--- config.mk ---
export PLATFORM = sky130hd
export DESIGN_NAME = bp_cfg_boot_sequencer
export DESIGN_NICKNAME = d
export VERILOG_FILES = /design/src/rtl/bp_cfg_boot_sequencer.sv
export SDC_FILE = /design/constraint.sdc
export NUM_CORES = 1
export LEC_CHECK = 0
export BUFFER_PORTS_ARGS = -buffer_cell sky130_fd_sc_hd__clkbuf_2
export CAP_MARGIN = 20
export CELL_PAD_IN_SITES_DETAIL_PLACEMENT = 1
export CELL_PAD_IN_SITES_GLOBAL_PLACEMENT = 1
export CORE_MARGIN = 1.5
export CORE_UTILIZATION = 29
export DETAILED_ROUTE_END_ITERATION = 10
export PLACE_DENSITY = 0.85
export SLEW_MARGIN = 20
export SYNTH_ARGS = -nofsm -noshare
export SYNTH_HDL_FRONTEND = slang
export SYNTH_SLANG_ARGS = --single-unit
--- constraint.sdc ---
create_clock -name clk_i -period 2.65 [get_ports clk_i]
set_input_delay 0.3975 -clock clk_i [delete_from_list [all_inputs] [get_ports clk_i]]
set_output_delay 0.3975 -clock clk_i [all_outputs]
set_load 0.05 [all_outputs]
--- src/rtl/bp_cfg_boot_sequencer.sv ---
// Post-reset config loader: freezes each core, programs its id and CCE mode, then unfreezes
// all cores over the I/O command channel, with credit-bounded outstanding writes.
module bp_cfg_boot_sequencer #(
  parameter int num_core_p       = 2,
  parameter int cfg_addr_width_p = 20,
  parameter int cfg_data_width_p = 64,
  parameter int core_id_width_p  = 4,
  parameter int max_credits_p    = 4
) (
  input  logic                        clk_i,
  input  logic                        reset_n_i,
  input  logic                        start_i,
  output logic                        io_cmd_v_o,
  input  logic                        io_cmd_ready_i,
  output logic [core_id_width_p-1:0]  io_cmd_dst_o,
  output logic [cfg_addr_width_p-1:0] io_cmd_addr_o,
  output logic [cfg_data_width_p-1:0] io_cmd_data_o,
  input  logic                        io_resp_v_i,
  output logic                        io_resp_yumi_o,
  output logic                        busy_o,
  output logic                        done_o,
  output logic                        err_o
);

  localparam int cred_w_lp = $clog2(max_credits_p + 1);

  localparam logic [2:0] ST_IDLE  = 3'd0;
  localparam logic [2:0] ST_CFG   = 3'd1;
  localparam logic [2:0] ST_UNFRZ = 3'd2;
  localparam logic [2:0] ST_DRAIN = 3'd3;
  localparam logic [2:0] ST_DONE  = 3'd4;

  localparam logic [cfg_addr_width_p-1:0] freeze_addr_lp  = cfg_addr_width_p'('h08);
  localparam logic [cfg_addr_width_p-1:0] core_id_addr_lp = cfg_addr_width_p'('h10);
  localparam logic [cfg_addr_width_p-1:0] cce_mode_addr_lp = cfg_addr_width_p'('h20);

  localparam logic [cred_w_lp-1:0]       max_cred_lp  = cred_w_lp'(max_credits_p);
  localparam logic [core_id_width_p-1:0] last_core_lp = core_id_width_p'(num_core_p - 1);

  logic [2:0]                 state_q, state_d;
  logic [core_id_width_p-1:0] core_q, core_d;
  logic [1:0]                 step_q, step_d;
  logic [cred_w_lp-1:0]       credits_q, credits_d;
  logic                       err_q, err_d;

  logic                        issue_ok;
  logic                        fire;
  logic                        last_core;
  logic [cfg_addr_width_p-1:0] cmd_addr;
  logic [cfg_data_width_p-1:0] cmd_data;

  // Issue and ack in the same cycle cancel; an ack never drives the count below zero.
  function automatic logic [cred_w_lp-1:0] credit_next(input logic [cred_w_lp-1:0] cur,
                                                       input logic inc,
                                                       input logic ack);
    logic [cred_w_lp-1:0] nxt;
    nxt = cur;
    if (inc && !ack)
      nxt = cur + cred_w_lp'(1);
    else if (!inc && ack && (cur != '0))
      nxt = cur - cred_w_lp'(1);
    return nxt;
  endfunction

  assign issue_ok  = ((state_q == ST_CFG) || (state_q == ST_UNFRZ)) && (credits_q < max_cred_lp);
  assign fire      = issue_ok && io_cmd_ready_i;
  assign last_core = (core_q == last_core_lp);

  always_comb begin
    cmd_addr = '0;
    cmd_data = '0;
    if (state_q == ST_CFG) begin
      case (step_q)
        2'd0: begin
          cmd_addr = freeze_addr_lp;
          cmd_data = cfg_data_width_p'(1);
        end
        2'd1: begin
          cmd_addr = core_id_addr_lp;
          cmd_data = cfg_data_width_p'(core_q);
        end
        default: begin
          cmd_addr = cce_mode_addr_lp;
          cmd_data = cfg_data_width_p'(1);
        end
      endcase
    end else if (state_q == ST_UNFRZ) begin
      cmd_addr = freeze_addr_lp;
      cmd_data = '0;
    end
  end

  always_comb begin
    state_d   = state_q;
    core_d    = core_q;
    step_d    = step_q;
    credits_d = credit_next(credits_q, fire, io_resp_v_i);
    err_d     = err_q | (io_resp_v_i && !fire && (credits_q == '0));
    case (state_q)
      ST_IDLE: begin
        if (start_i) begin
          state_d = ST_CFG;
          core_d  = '0;
          step_d  = '0;
        end
      end
      ST_CFG: begin
        if (fire) begin
          if (step_q == 2'd2) begin
            step_d = '0;
            if (last_core) begin
              core_d  = '0;
              state_d = ST_UNFRZ;
            end else begin
              core_d = core_q + core_id_width_p'(1);
            end
          end else begin
            step_d = step_q + 2'd1;
          end
        end
      end
      ST_UNFRZ: begin
        if (fire) begin
          if (last_core) begin
            core_d  = '0;
            state_d = ST_DRAIN;
          end else begin
            core_d = core_q + core_id_width_p'(1);
          end
        end
      end
      ST_DRAIN: begin
        if (credits_q == '0) state_d = ST_DONE;
      end
      ST_DONE: ;
      default: state_d = ST_IDLE;
    endcase
  end

  always_ff @(posedge clk_i or negedge reset_n_i) begin
    if (!reset_n_i) begin
      state_q   <= ST_IDLE;
      core_q    <= '0;
      step_q    <= '0;
      credits_q <= '0;
      err_q     <= 1'b0;
    end else begin
      state_q   <= state_d;
      core_q    <= core_d;
      step_q    <= step_d;
      credits_q <= credits_d;
      err_q     <= err_d;
    end
  end

  // Command fields are forced to zero whenever no command is offered.
  assign io_cmd_v_o     = issue_ok;
  assign io_cmd_dst_o   = issue_ok ? core_q : '0;
  assign io_cmd_addr_o  = issue_ok ? cmd_addr : '0;
  assign io_cmd_data_o  = issue_ok ? cmd_data : '0;
  assign io_resp_yumi_o = io_resp_v_i;
  assign busy_o         = (state_q == ST_CFG) || (state_q == ST_UNFRZ) || (state_q == ST_DRAIN);
  assign done_o         = (state_q == ST_DONE);
  assign err_o          = err_q;

endmodule

==> flow_summary.ini <==
[timing]
fmaxAchievable_ghz = 0.409
slew_headroom_pct = 57.1
tightest_slew_ps = 639
fin_crit_sh_pct = 92.3
count_of_final_setup_violators = 0
layout_min_cycle_time_ps = 2440
final-max-slew-violation-count = 0
setup_repair_after_global_routing_missed_its_margin = no
worst_slack_ps = 205
final-hold-violation-count = 0
total_negative_setup_slack_ps = 0
worst_clock_skew_ps = 3.11

[pwr]
pwr-share-clk_pct = 8.0
total_leakage_power_nw = 0.770
cellPowerDensity_nw_per_um2 = 1560
share_seq_of_total_power_pct = 20.6
p_int_uw = 864
p_sw_mw = 1.41
pwr-share-comb_pct = 71.3
ir_worst_vdd_mv = 0.542
fraction_of_power_spent_switching_nets_pct = 62.0

[route]
routed-via-count = 1045
routed_wl_per_cell_um = 10.9
antenna_left = 0
detailedRoute.firstPassIterationCount = 4
iter_0_drt_violations = 60
avgViaCountPerCell = 3.83
routed_wirelength_mm = 2.98
drc_violation_count_after_routing = 0

[synthesis]
synthArstFlopShare_pct = 100
synth_ff_type = sky130_fd_sc_hd__dfrtp_1
netlist_top_cells_area = sky130_fd_sc_hd__buf_4, sky130_fd_sc_hd__dfrtp_1, sky130_fd_sc_hd__and2_1, sky130_fd_sc_hd__nand2_1, sky130_fd_sc_hd__buf_6
netlist.area_leader.share_pct = 38.4
synth_cell_types = 43
post_synth_instance_area_um2 = 1540
synth_largest_area_cell = sky130_fd_sc_hd__buf_4
synthMostInstantiatedCell = sky130_fd_sc_hd__buf_4
synth.ff_latch_count = 13
postSynthAreaPerCell_um2 = 8.38
synth_commonest_cells = sky130_fd_sc_hd__buf_4, sky130_fd_sc_hd__dfrtp_1, sky130_fd_sc_hd__and2_1, sky130_fd_sc_hd__nand2_1
synth_sequential_area_ratio_pct = 21.1
synth-edff-count = 0
synth-warning-count = 0
netlist_instances = 184

[finish]
layout-drive-gt1-share_pct = 17.2
area.growth.synth_to_final_pct = -5.76
final_net_count = 210
antennaDiodeCount = 0

[placed_design]
dp.final_hpwl_mm = 2.34
pre_cts_ws_ps = 342
gp_routability_congestion = 0.790
io_buffer_count = 20

[global_routing]
grt_overflow = 0
grt_max_degree = 14
antenna_found_initial = 0
grt_pass1_wl_mm = 4.57
grt_overall_usage_pct = 9.94
first_global_vias = 952

[floorplanning]
die_width_um = 75.9
die_height_um = 75.9
core.rowCount = 26
core_area_um2 = 5110
initial_core_util_pct = 30.2
pin_count = 98
die_footprint_um2 = 5770

[cts]
clkLatencyLatePin_ps = 250
hold_buffers = 0
cts_buffer_depth = 2
cts_tree = done
cts_root_buffer = sky130_fd_sc_hd__clkbuf_8
h_tree_levels = 1
cts-buffers-inserted = 3
cts_num_sinks = 13
cts.reportedPaths.clkPinSlew_ps = 60

[job]
max_cap_violations = 0

[worst_setup_path]
cp-end-kind = output port
critical_path_peak_fanout = 9
critical-path-slowest-cell = sky130_fd_sc_hd__dfrtp_1
required_ps = 2250
cp-start-kind = flop
cp.arrival_ps = 2050
criticalPathCategory = flop to output port
timing.critical_path.cells = inv_1, nor4_2, and3_1, and2_1, clkbuf_2
biggest_cell_delay_along_the_critical_path_ps = 570

[status]
outcome = complete, no violations

[hold_path]
hold_path.class = input pin to asynchronous set/reset pin
==> metrics by stage <==
step / hold WS [ps] / cells / total power, mW / area (µm²) / utilization, %
CTS: 60.9 / 273 / 2.29 / 1450 / 28.3
finish: 47.1 / 273 / 2.27 / 1450 / 28.5
detailed placement: 326 / 269 / 2.08 / 1400 / 27.5
global route: 64.9 / 273 / 2.43 / 1450 / 28.5
floorplan: 102 / 260 / 1.91 / 1830 / -
global placement: 320 / 269 / 2.05 / 1400 / 27.5
==> logic make-up (layout without fill, tap and decap cells) <==
group	Yosys count	after routing	synth area share, %
and+or+nand+nor	46	46	16.7
muxes	4	4	2.92
xor gates and xnor gates	2	2	1.62
adders and majority gates	1	1	1.30
DFF	13	13	21.1
buffers and inverters	91	34	42.9
other	1	77	0.243
AOI/OAI and AO/OA	26	26	13.2
==> state kept, by name (all words and copies together) (netlist names) <==
| name | count |
|---|---|
| step_q | 2 |
| err_o | 1 |
| core_q | 4 |
| state_q | 3 |
| credits_q | 3 |
==> critical path, delay by kind of cell, from the launching register on <==
kind / cells / cell delay (ps)
DFF: 1 / 570
buffers and inverters: 2 / 460
and+or+nand+nor: 3 / 770
==> layout by cell type, fill, tap and decap left out, types with 5 or more instances in the layout <==
master	Yosys	layout
sky130_fd_sc_hd__inv_1	7	7
sky130_fd_sc_hd__conb_1	1	77
sky130_fd_sc_hd__nand2_1	9	9
sky130_fd_sc_hd__and2_1	9	9
sky130_fd_sc_hd__clkbuf_2	0	20
sky130_fd_sc_hd__dfrtp_1	13	13
sky130_fd_sc_hd__nor2_1	7	7
sky130_fd_sc_hd__a21oi_1	5	5
==> final timing paths <==
path,slack (ps),from,depth (start not counted),endpoint
worst max-delay path,210,state_q[0]$_DFFE_PN0P_,5,io_cmd_data_o[2]
max in group asynchronous,2340,reset_n_i,1,step_q[0]$_DFFE_PN0P_
min in group clk_i,430,io_resp_v_i,2,credits_q[0]$_DFFE_PN0P_
worst min register to register,480,err_o$_DFF_PN0_,1,err_o$_DFF_PN0_
worst min-delay path,50,reset_n_i,1,err_o$_DFF_PN0_
worst max register to register,460,state_q[0]$_DFFE_PN0P_,7,credits_q[2]$_DFFE_PN0P_
==> timing repair <==
action | 4_1_cts | 5_1_grt
setup endpoints to repair | 0 | 3
resized for setup | 0 | 1
setup buffers | 0 | 0
==> metal layers <==
metal	vias up	track usage (%)	wire length, µm
li1	493	-	-
met3	4	2.41	222
met1	496	11.5	1230
met4	0	5.74	46
met5	-	0	0
met2	52	16.7	1480
==> power by group through the flow <==
stage                     logic, mW  registers (mW)  clock network (mW)
final                          1.62           0.469               0.183
after floorplan                1.51           0.401                   0
after detailed placement       1.61           0.470                   0
after CTS                      1.63           0.470               0.190
after global placement         1.58           0.467                   0
after global routing           1.74           0.487               0.197
==> area by class of cell <==
| class | instances | area [µm²] |
|---|---|---|
| Clock buffer | 4 | 45.0 |
| Fill cell | 658 | 3650 |
| Sequential cell | 13 | 325 |
| Tap cell | 70 | 87.6 |
| Timing Repair Buffer | 23 | 123 |
| Multi-Input combinational cell | 156 | 847 |
| Inverter | 7 | 26.3 |
No activity file was read; power rests on OpenSTA's default activity.
